<file path="src/rtl/nvm_burst_reader_if.sv">
// Bus bundle for nvm_burst_reader: request/control, NVM serial port and
// word-level valid/ready read channel. The reader uses the slave modport;
// the requester / NVM side uses the master modport.
interface nvm_burst_reader_if #(
  parameter int DATA_W  = 8,
  parameter int ADDR_W  = 8,
  parameter int BURST_W = 4
);
  logic                read_en;
  logic                abort;
  logic [ADDR_W-1:0]   start_addr;
  logic [BURST_W-1:0]  burst_len;
  logic [ADDR_W-1:0]   nvm_addr;
  logic                load;
  logic                shift;
  logic                serial_in;
  logic [DATA_W-1:0]   rd_data;
  logic                rd_valid;
  logic                rd_ready;
  logic                rd_perr;
  logic                busy;
  logic                done;

  modport slave (
    input  read_en, abort, start_addr, burst_len, serial_in, rd_ready,
    output nvm_addr, load, shift, rd_data, rd_valid, rd_perr, busy, done
  );

  modport master (
    output read_en, abort, start_addr, burst_len, serial_in, rd_ready,
    input  nvm_addr, load, shift, rd_data, rd_valid, rd_perr, busy, done
  );
endinterface

</file>
<file path="src/rtl/nvm_burst_reader.sv">
// nvm_burst_reader: reads a burst of consecutive NVM words through the
// serial load/shift port, deserialises each word MSB first and hands it out
// on a valid/ready channel.
// Build option: define NVM_BURST_READER_PARITY_EN to expect one trailing
// even-parity bit per word (SHIFT lasts DATA_W+1 cycles, rd_perr reports a
// mismatch). Without it SHIFT lasts DATA_W cycles and rd_perr stays 0.
module nvm_burst_reader #(
  parameter int DATA_W  = 8,
  parameter int ADDR_W  = 8,
  parameter int BURST_W = 4
) (
  input  logic               clk,
  input  logic               rst,
  nvm_burst_reader_if.slave  bus
);

`ifdef NVM_BURST_READER_PARITY_EN
  localparam int SHIFT_LEN = DATA_W + 1;
`else
  localparam int SHIFT_LEN = DATA_W;
`endif
  localparam int CNT_W = $clog2(SHIFT_LEN + 1);
  localparam logic [CNT_W-1:0] BIT_LAST = CNT_W'(SHIFT_LEN - 1);

  typedef enum logic [2:0] {
    IDLE  = 3'd0,
    LOAD  = 3'd1,
    SHIFT = 3'd2,
    HOLD  = 3'd3,
    DONE  = 3'd4
  } state_t;

  state_t              state_q;
  logic [ADDR_W-1:0]   nvm_addr_q;
  logic [BURST_W-1:0]  wcnt_q;
  logic [CNT_W-1:0]    bcnt_q;
  logic [DATA_W-1:0]   rd_data_q;
  logic                load_q;
  logic                shift_q;
  logic                rd_valid_q;
  logic                rd_perr_q;
  logic                done_q;
  logic                busy_q;

`ifdef NVM_BURST_READER_PARITY_EN
  // Even parity over the deserialised data bits.
  function automatic logic word_parity(input logic [DATA_W-1:0] w);
    return ^w;
  endfunction
`endif

  // Burst sequencer: state, counters, shift register and all registered outputs.
  always_ff @(posedge clk) begin
    if (rst) begin
      state_q    <= IDLE;
      nvm_addr_q <= '0;
      wcnt_q     <= '0;
      bcnt_q     <= '0;
      rd_data_q  <= '0;
      load_q     <= 1'b0;
      shift_q    <= 1'b0;
      rd_valid_q <= 1'b0;
      rd_perr_q  <= 1'b0;
      done_q     <= 1'b0;
      busy_q     <= 1'b0;
    end else if (bus.abort && (state_q != IDLE)) begin
      // Abort wins over everything, including a handshake in HOLD; no done.
      state_q    <= IDLE;
      load_q     <= 1'b0;
      shift_q    <= 1'b0;
      rd_valid_q <= 1'b0;
      rd_perr_q  <= 1'b0;
      done_q     <= 1'b0;
      busy_q     <= 1'b0;
    end else begin
      case (state_q)
        IDLE: begin
          done_q <= 1'b0;
          if (bus.read_en && !bus.abort) begin
            nvm_addr_q <= bus.start_addr;
            wcnt_q     <= bus.burst_len;
            load_q     <= 1'b1;
            busy_q     <= 1'b1;
            state_q    <= LOAD;
          end
        end
        LOAD: begin
          load_q  <= 1'b0;
          shift_q <= 1'b1;
          bcnt_q  <= '0;
          state_q <= SHIFT;
        end
        SHIFT: begin
          bcnt_q <= bcnt_q + CNT_W'(1);
`ifdef NVM_BURST_READER_PARITY_EN
          // The final shift cycle carries the parity bit, kept out of rd_data.
          if (bcnt_q != BIT_LAST)
            rd_data_q <= {rd_data_q[DATA_W-2:0], bus.serial_in};
`else
          rd_data_q <= {rd_data_q[DATA_W-2:0], bus.serial_in};
`endif
          if (bcnt_q == BIT_LAST) begin
            shift_q    <= 1'b0;
            rd_valid_q <= 1'b1;
            state_q    <= HOLD;
`ifdef NVM_BURST_READER_PARITY_EN
            rd_perr_q  <= word_parity(rd_data_q) ^ bus.serial_in;
`endif
          end
        end
        HOLD: begin
          if (rd_valid_q && bus.rd_ready) begin
            rd_valid_q <= 1'b0;
            rd_perr_q  <= 1'b0;
            if (wcnt_q == '0) begin
              done_q  <= 1'b1;
              state_q <= DONE;
            end else begin
              wcnt_q     <= wcnt_q - BURST_W'(1);
              nvm_addr_q <= nvm_addr_q + ADDR_W'(1);
              load_q     <= 1'b1;
              state_q    <= LOAD;
            end
          end
        end
        DONE: begin
          done_q  <= 1'b0;
          busy_q  <= 1'b0;
          state_q <= IDLE;
        end
        default: begin
          load_q     <= 1'b0;
          shift_q    <= 1'b0;
          rd_valid_q <= 1'b0;
          rd_perr_q  <= 1'b0;
          done_q     <= 1'b0;
          busy_q     <= 1'b0;
          state_q    <= IDLE;
        end
      endcase
    end
  end

  assign bus.nvm_addr = nvm_addr_q;
  assign bus.load     = load_q;
  assign bus.shift    = shift_q;
  assign bus.rd_data  = rd_data_q;
  assign bus.rd_valid = rd_valid_q;
  assign bus.rd_perr  = rd_perr_q;
  assign bus.busy     = busy_q;
  assign bus.done     = done_q;

endmodule
</file>
<file path="src/flat_wrapper.sv">
// flat-port wrapper written by rule: the top's interface ports become plain ports
module nvm_burst_reader_flat 
#(
  parameter int DATA_W  = 8,
  parameter int ADDR_W  = 8,
  parameter int BURST_W = 4
)
  (clk, rst, bus_read_en, bus_abort, bus_start_addr, bus_burst_len, bus_serial_in, bus_rd_ready, bus_nvm_addr, bus_load, bus_shift, bus_rd_data, bus_rd_valid, bus_rd_perr, bus_busy, bus_done);
  nvm_burst_reader_if #(.DATA_W(DATA_W), .ADDR_W(ADDR_W), .BURST_W(BURST_W)) bus_i ();
  input  logic clk;
  input  logic rst;
  input wire logic [$bits(bus_i.read_en)-1:0] bus_read_en;
  input wire logic [$bits(bus_i.abort)-1:0] bus_abort;
  input wire logic [$bits(bus_i.start_addr)-1:0] bus_start_addr;
  input wire logic [$bits(bus_i.burst_len)-1:0] bus_burst_len;
  input wire logic [$bits(bus_i.serial_in)-1:0] bus_serial_in;
  input wire logic [$bits(bus_i.rd_ready)-1:0] bus_rd_ready;
  output wire logic [$bits(bus_i.nvm_addr)-1:0] bus_nvm_addr;
  output wire logic [$bits(bus_i.load)-1:0] bus_load;
  output wire logic [$bits(bus_i.shift)-1:0] bus_shift;
  output wire logic [$bits(bus_i.rd_data)-1:0] bus_rd_data;
  output wire logic [$bits(bus_i.rd_valid)-1:0] bus_rd_valid;
  output wire logic [$bits(bus_i.rd_perr)-1:0] bus_rd_perr;
  output wire logic [$bits(bus_i.busy)-1:0] bus_busy;
  output wire logic [$bits(bus_i.done)-1:0] bus_done;
  assign bus_i.read_en = bus_read_en;
  assign bus_i.abort = bus_abort;
  assign bus_i.start_addr = bus_start_addr;
  assign bus_i.burst_len = bus_burst_len;
  assign bus_i.serial_in = bus_serial_in;
  assign bus_i.rd_ready = bus_rd_ready;
  assign bus_nvm_addr = bus_i.nvm_addr;
  assign bus_load = bus_i.load;
  assign bus_shift = bus_i.shift;
  assign bus_rd_data = bus_i.rd_data;
  assign bus_rd_valid = bus_i.rd_valid;
  assign bus_rd_perr = bus_i.rd_perr;
  assign bus_busy = bus_i.busy;
  assign bus_done = bus_i.done;
  nvm_burst_reader #(.DATA_W(DATA_W), .ADDR_W(ADDR_W), .BURST_W(BURST_W)) u_core (.clk(clk), .rst(rst), .bus(bus_i));
endmodule
</file>
<file path="config.mk">
export PLATFORM = sky130hd
export DESIGN_NAME = nvm_burst_reader_flat
export DESIGN_NICKNAME = d
export VERILOG_FILES = /design/src/rtl/nvm_burst_reader_if.sv /design/src/rtl/nvm_burst_reader.sv /design/src/flat_wrapper.sv
export SDC_FILE = /design/constraint.sdc
export NUM_CORES = 1
export LEC_CHECK = 0
export ABC_AREA = 1
export CORE_ASPECT_RATIO = 0.7
export CORE_MARGIN = 3
export CORE_UTILIZATION = 25
export DETAILED_ROUTE_END_ITERATION = 16
export PLACE_DENSITY = 0.51
export SLEW_MARGIN = 20
export SYNTH_ARGS = -nofsm -noshare
export SYNTH_HDL_FRONTEND = slang
export SYNTH_SLANG_ARGS = --single-unit
export TNS_END_PERCENT = 100
</file>
<file path="constraint.sdc">
create_clock -name clk -period 1.35 [get_ports clk]
set_clock_uncertainty 0.05 [all_clocks]
set_input_delay 0.135 -clock clk [delete_from_list [all_inputs] [get_ports clk]]
set_output_delay 0.135 -clock clk [all_outputs]
set_load 0.05 [all_outputs]
</file>
==> metrics.csv, run 1 <==
stage,metric,value,unit
synthesis,synth_cell_types,28,
final_layout,post-route-util,0.482,
clocking,cts_tree,done,
synthesis,syn_area_per_cell,6.59,um2
power_and_ir_drop,power.density,2270,nW/um2
grt,track_usage,0.129,
clocking,clk_latency,0.28,ns
synthesis,syn_inst,257,
clocking,cts_hold_buf,0,
synthesis,synth_top_family_by_area,simple AND/OR/NAND/NOR gates,
worst_setup_path,endpoint,u_core.bus.nvm_addr[7],
floorplanning,fp.dieW,104,um
synthesis,synth-edff-count,0,
sta,clock.fmax,710,MHz
synthesis,syn_area,1690,um2
sta,holdWs,0.373,ns
floorplanning,die-height,74.9,um
worst_setup_path,worstSetupStartpoint,u_core.wcnt_q[0],
synthesis,synthTopCellsByArea,"dfxtp_1, nand2_1, nor2_1",
final_layout,fillerInstances,628,
routing,dr.pass1.iters,4,
routing,drt-initial-drc-count,75,
clocking,cts_inserted_buffers,5,
power_and_ir_drop,p_switching,3.04,mW
synthesis,seq_area_frac_synth,0.378,
routing,viasPerCell,4.31,
worst_setup_path,r2r-start,u_core.wcnt_q[0],
floorplanning,core_region_area,6400,um2
power_and_ir_drop,p_leak,1.33,nW
sta,final-setup-viol-count,13,
synthesis,synthFlopType,dfxtp_1,
worst_setup_path,crit_type,register to register,
synthesis,async_flop_share,0,
placement,port-buffer-count,38,
power_and_ir_drop,p_sw_frac,0.435,
final_layout,regArea,669,um2
synthesis,synth_xor_area_frac,0,
worst_setup_path,cp-start-kind,register,
worst_hold_path,holdPathStages,3,
routing,wl_per_cell,11.1,um
floorplanning,dieArea,7810,um2
outcome,status,"finished, violations left",
worst_setup_path,cp.required,1.51,ns
power_and_ir_drop,power_frac_comb,0.646,
clocking,cts-root-buf,clkbuf_8,
final_layout,drive_above_1_share,0.439,
worst_setup_path,crit_arrival,1.57,ns
sta,period_needed,1.41,ns
synthesis,synthAdderAreaFrac,0.0222,
floorplanning,num_rows,24,
placement,gp_congestion,0.773,
synthesis,synthMostInstantiatedCell,nand2_1,
final_layout,area_delta_synth_final,82.1,%
sta,worst_slack,-0.0580,ns
power_and_ir_drop,finalPower,7.00,mW
power_and_ir_drop,power_frac_clock,0.130,
run,cap_violations,0,
final_layout,multi_input_area,1100,um2
placement,dp_hpwl,3580,um
power_and_ir_drop,vdd_drop_max,0.000749,V
worst_setup_path,cp-end-kind,register,
worst_hold_path,hp-class,input pin to register,
power_and_ir_drop,power.internal,3.96,mW
sta,drv_slew,0,
sta,final-hold-violation-count,0,
synthesis,yosysTopAreaCell,dfxtp_1,
worst_setup_path,r2r_setup_slack,-0.06,ns
routing,postRouteWirelength,4830,um
clocking,cts_buffer_depth,2,
routing,ant_nets,0,
clocking,htreeDepth,2,
synthesis,synth_compound_area_frac,0.144,
grt,grt_pass1_vias,1825,
floorplanning,start_util,0.265,
final_layout,nets,364,
worst_setup_path,worstPathMaxFanout,12,
synthesis,synth_commonest_cells,"nand2_1, nor2_1, dfxtp_1",
outcome,violations,negative setup slack,
sta,rsz0062_at_grt,yes,
synthesis,ys_warn_count,0,
synthesis,synth_seq_cells,32,
worst_setup_path,reg2reg_depth,10,
grt,grt_pass1_wl,8170,um
synthesis,synth_top_area_frac,0.378,
synthesis,synth_nets,278,
routing,vias,1874,
final_layout,num_antenna_cells,0,
synthesis,synth.mux.area_fraction,0,
grt,antenna_found_initial,0,
synthesis,synth_simple_gate_area_share,0.369,
clocking,cts.clk_slew.worst_paths,0.07,ns
clocking,numClockSinks,32,
routing,remaining_drc_errors,0,
worst_setup_path,reg2reg_to,u_core.bus.nvm_addr[7],
power_and_ir_drop,p_seq_frac,0.224,
grt,grt_max_degree,15,
floorplanning,pin_count,40,
grt,grt-ovfl-total,0,
sta,period_share,1.04,
==> worst min-delay path by stage <==
| stage | start | end | slack (ns) |
|---|---|---|---|
| final | bus_serial_in | u_core.bus.rd_data[0] | 0.37 |
| after global routing | bus_serial_in | u_core.bus.rd_data[0] | 0.39 |
| after CTS | bus_serial_in | u_core.bus.rd_data[0] | 0.38 |
| after detailed placement | u_core.bcnt_q[3] | u_core.bcnt_q[3] | 0.41 |
| after global placement | u_core.bcnt_q[3] | u_core.bcnt_q[3] | 0.40 |
| after floorplan | bus_serial_in | u_core.bus.rd_data[0] | 0.22 |
==> layout by cell type, fill, tap and decap left out, types with 2 or more instances in the layout <==
| master | n |
|---|---|
| a21oi_1 | 6 |
| a21oi_2 | 8 |
| a31oi_1 | 2 |
| buf_12 | 22 |
| buf_4 | 43 |
| buf_6 | 5 |
| clkbuf_8 | 5 |
| clkdlybuf4s50_1 | 17 |
| dfxtp_1 | 19 |
| dfxtp_2 | 8 |
| dfxtp_4 | 5 |
| inv_1 | 18 |
| inv_2 | 5 |
| inv_4 | 2 |
| nand2_1 | 56 |
| nand2_2 | 11 |
| nand2_4 | 4 |
| nand3_1 | 13 |
| nand3_2 | 7 |
| nand4_1 | 3 |
| nor2_1 | 34 |
| nor2_2 | 3 |
| nor2_4 | 8 |
| nor3_1 | 2 |
| o21ai_0 | 10 |
| o21ai_1 | 4 |
| o21ai_2 | 11 |
==> logic make-up (layout without fill, tap and decap cells) <==
kind of cell    after synthesis  in the layout
compound gates               46             46
fa+ha+maj                     3              3
buf+inv                      33            120
flops                        32             32
other cells                   1              1
simple gates                142            142
==> critical path: stages (launching register included) <==
cell and delay (ns):
dfxtp_2 0.33, inv_2 0.05, ha_4 0.15, inv_2 0.06, nor2_4 0.04, nand3_2 0.09
nand3_2 0.10, nor2_4 0.12, buf_12 0.14, nand2_1 0.05, a21oi_1 0.14
==> per-stage QoR <==
step	setup WS, ns	instances	TNS [ns]	instance area [um2]
global placement	-0.227	420	-3.22	2710
CTS	-0.0486	432	-0.346	2910
finish	-0.0580	435	-0.422	3080
global route	-0.181	435	-2.43	3080
floorplan	-0.00708	257	-0.00796	1730
detailed placement	-0.257	420	-3.57	2710
==> power groups by stage <==
stage	combinational (mW)	sequential (mW)	clock, mW
5_1_grt	4.90	1.61	0.973
2_1_floorplan	1.51	2.06	0
3_3_place_gp	3.87	1.54	0
3_5_place_dp	3.89	1.54	0
4_1_cts	4.16	1.55	0.937
6_report	4.52	1.57	0.909
==> sequential cells by signal, indices dropped and copies added (netlist names) <==
signal	count
u_core.bcnt_q	4
u_core.bus.busy	1
u_core.bus.done	1
u_core.bus.load	1
u_core.bus.nvm_addr	8
u_core.bus.rd_data	8
u_core.bus.rd_valid	1
u_core.bus.shift	1
u_core.state_q	3
u_core.wcnt_q	4
==> what timing repair did <==
item,CTS,global route
resized for setup,22,53
cloned,0,1
endpoints found under the hold margin,0,0
setup endpoints to repair,27,31
pin swaps,3,13
setup buffers,4,2
==> area by class of cell <==
type / instances / share of cell area
well taps: 91 / 0.0369
clock buffers: 6 / 0.0235
repair buffers: 87 / 0.321
clock inverters: 2 / 0.0114
flip-flops and latches: 32 / 0.217
inverters: 25 / 0.0321
multi-input cells: 192 / 0.358
==> layer usage <==
metal / wire [um] / GRT usage / vias to the layer above
li1: - / - / 1009
met2: 2090 / 0.202 / 27
met1: 2520 / 0.176 / 832
met3: 188 / 0.0343 / 6
met4: 39 / 0.0383 / 0
met5: 0 / 0 / -
(Power assumes the default switching activity.)
==> inputs of run 2 (changes only) <==
--- a/config.mk
+++ b/config.mk
@@ -6,6 +6,7 @@
 export NUM_CORES = 1
 export LEC_CHECK = 0
 export ABC_AREA = 1
+export CAP_MARGIN = 10
 export CORE_ASPECT_RATIO = 0.7
 export CORE_MARGIN = 3
 export CORE_UTILIZATION = 25
==> results of run 2 <==
No change in the layout: final DEF, timing and power equal those of run 1.
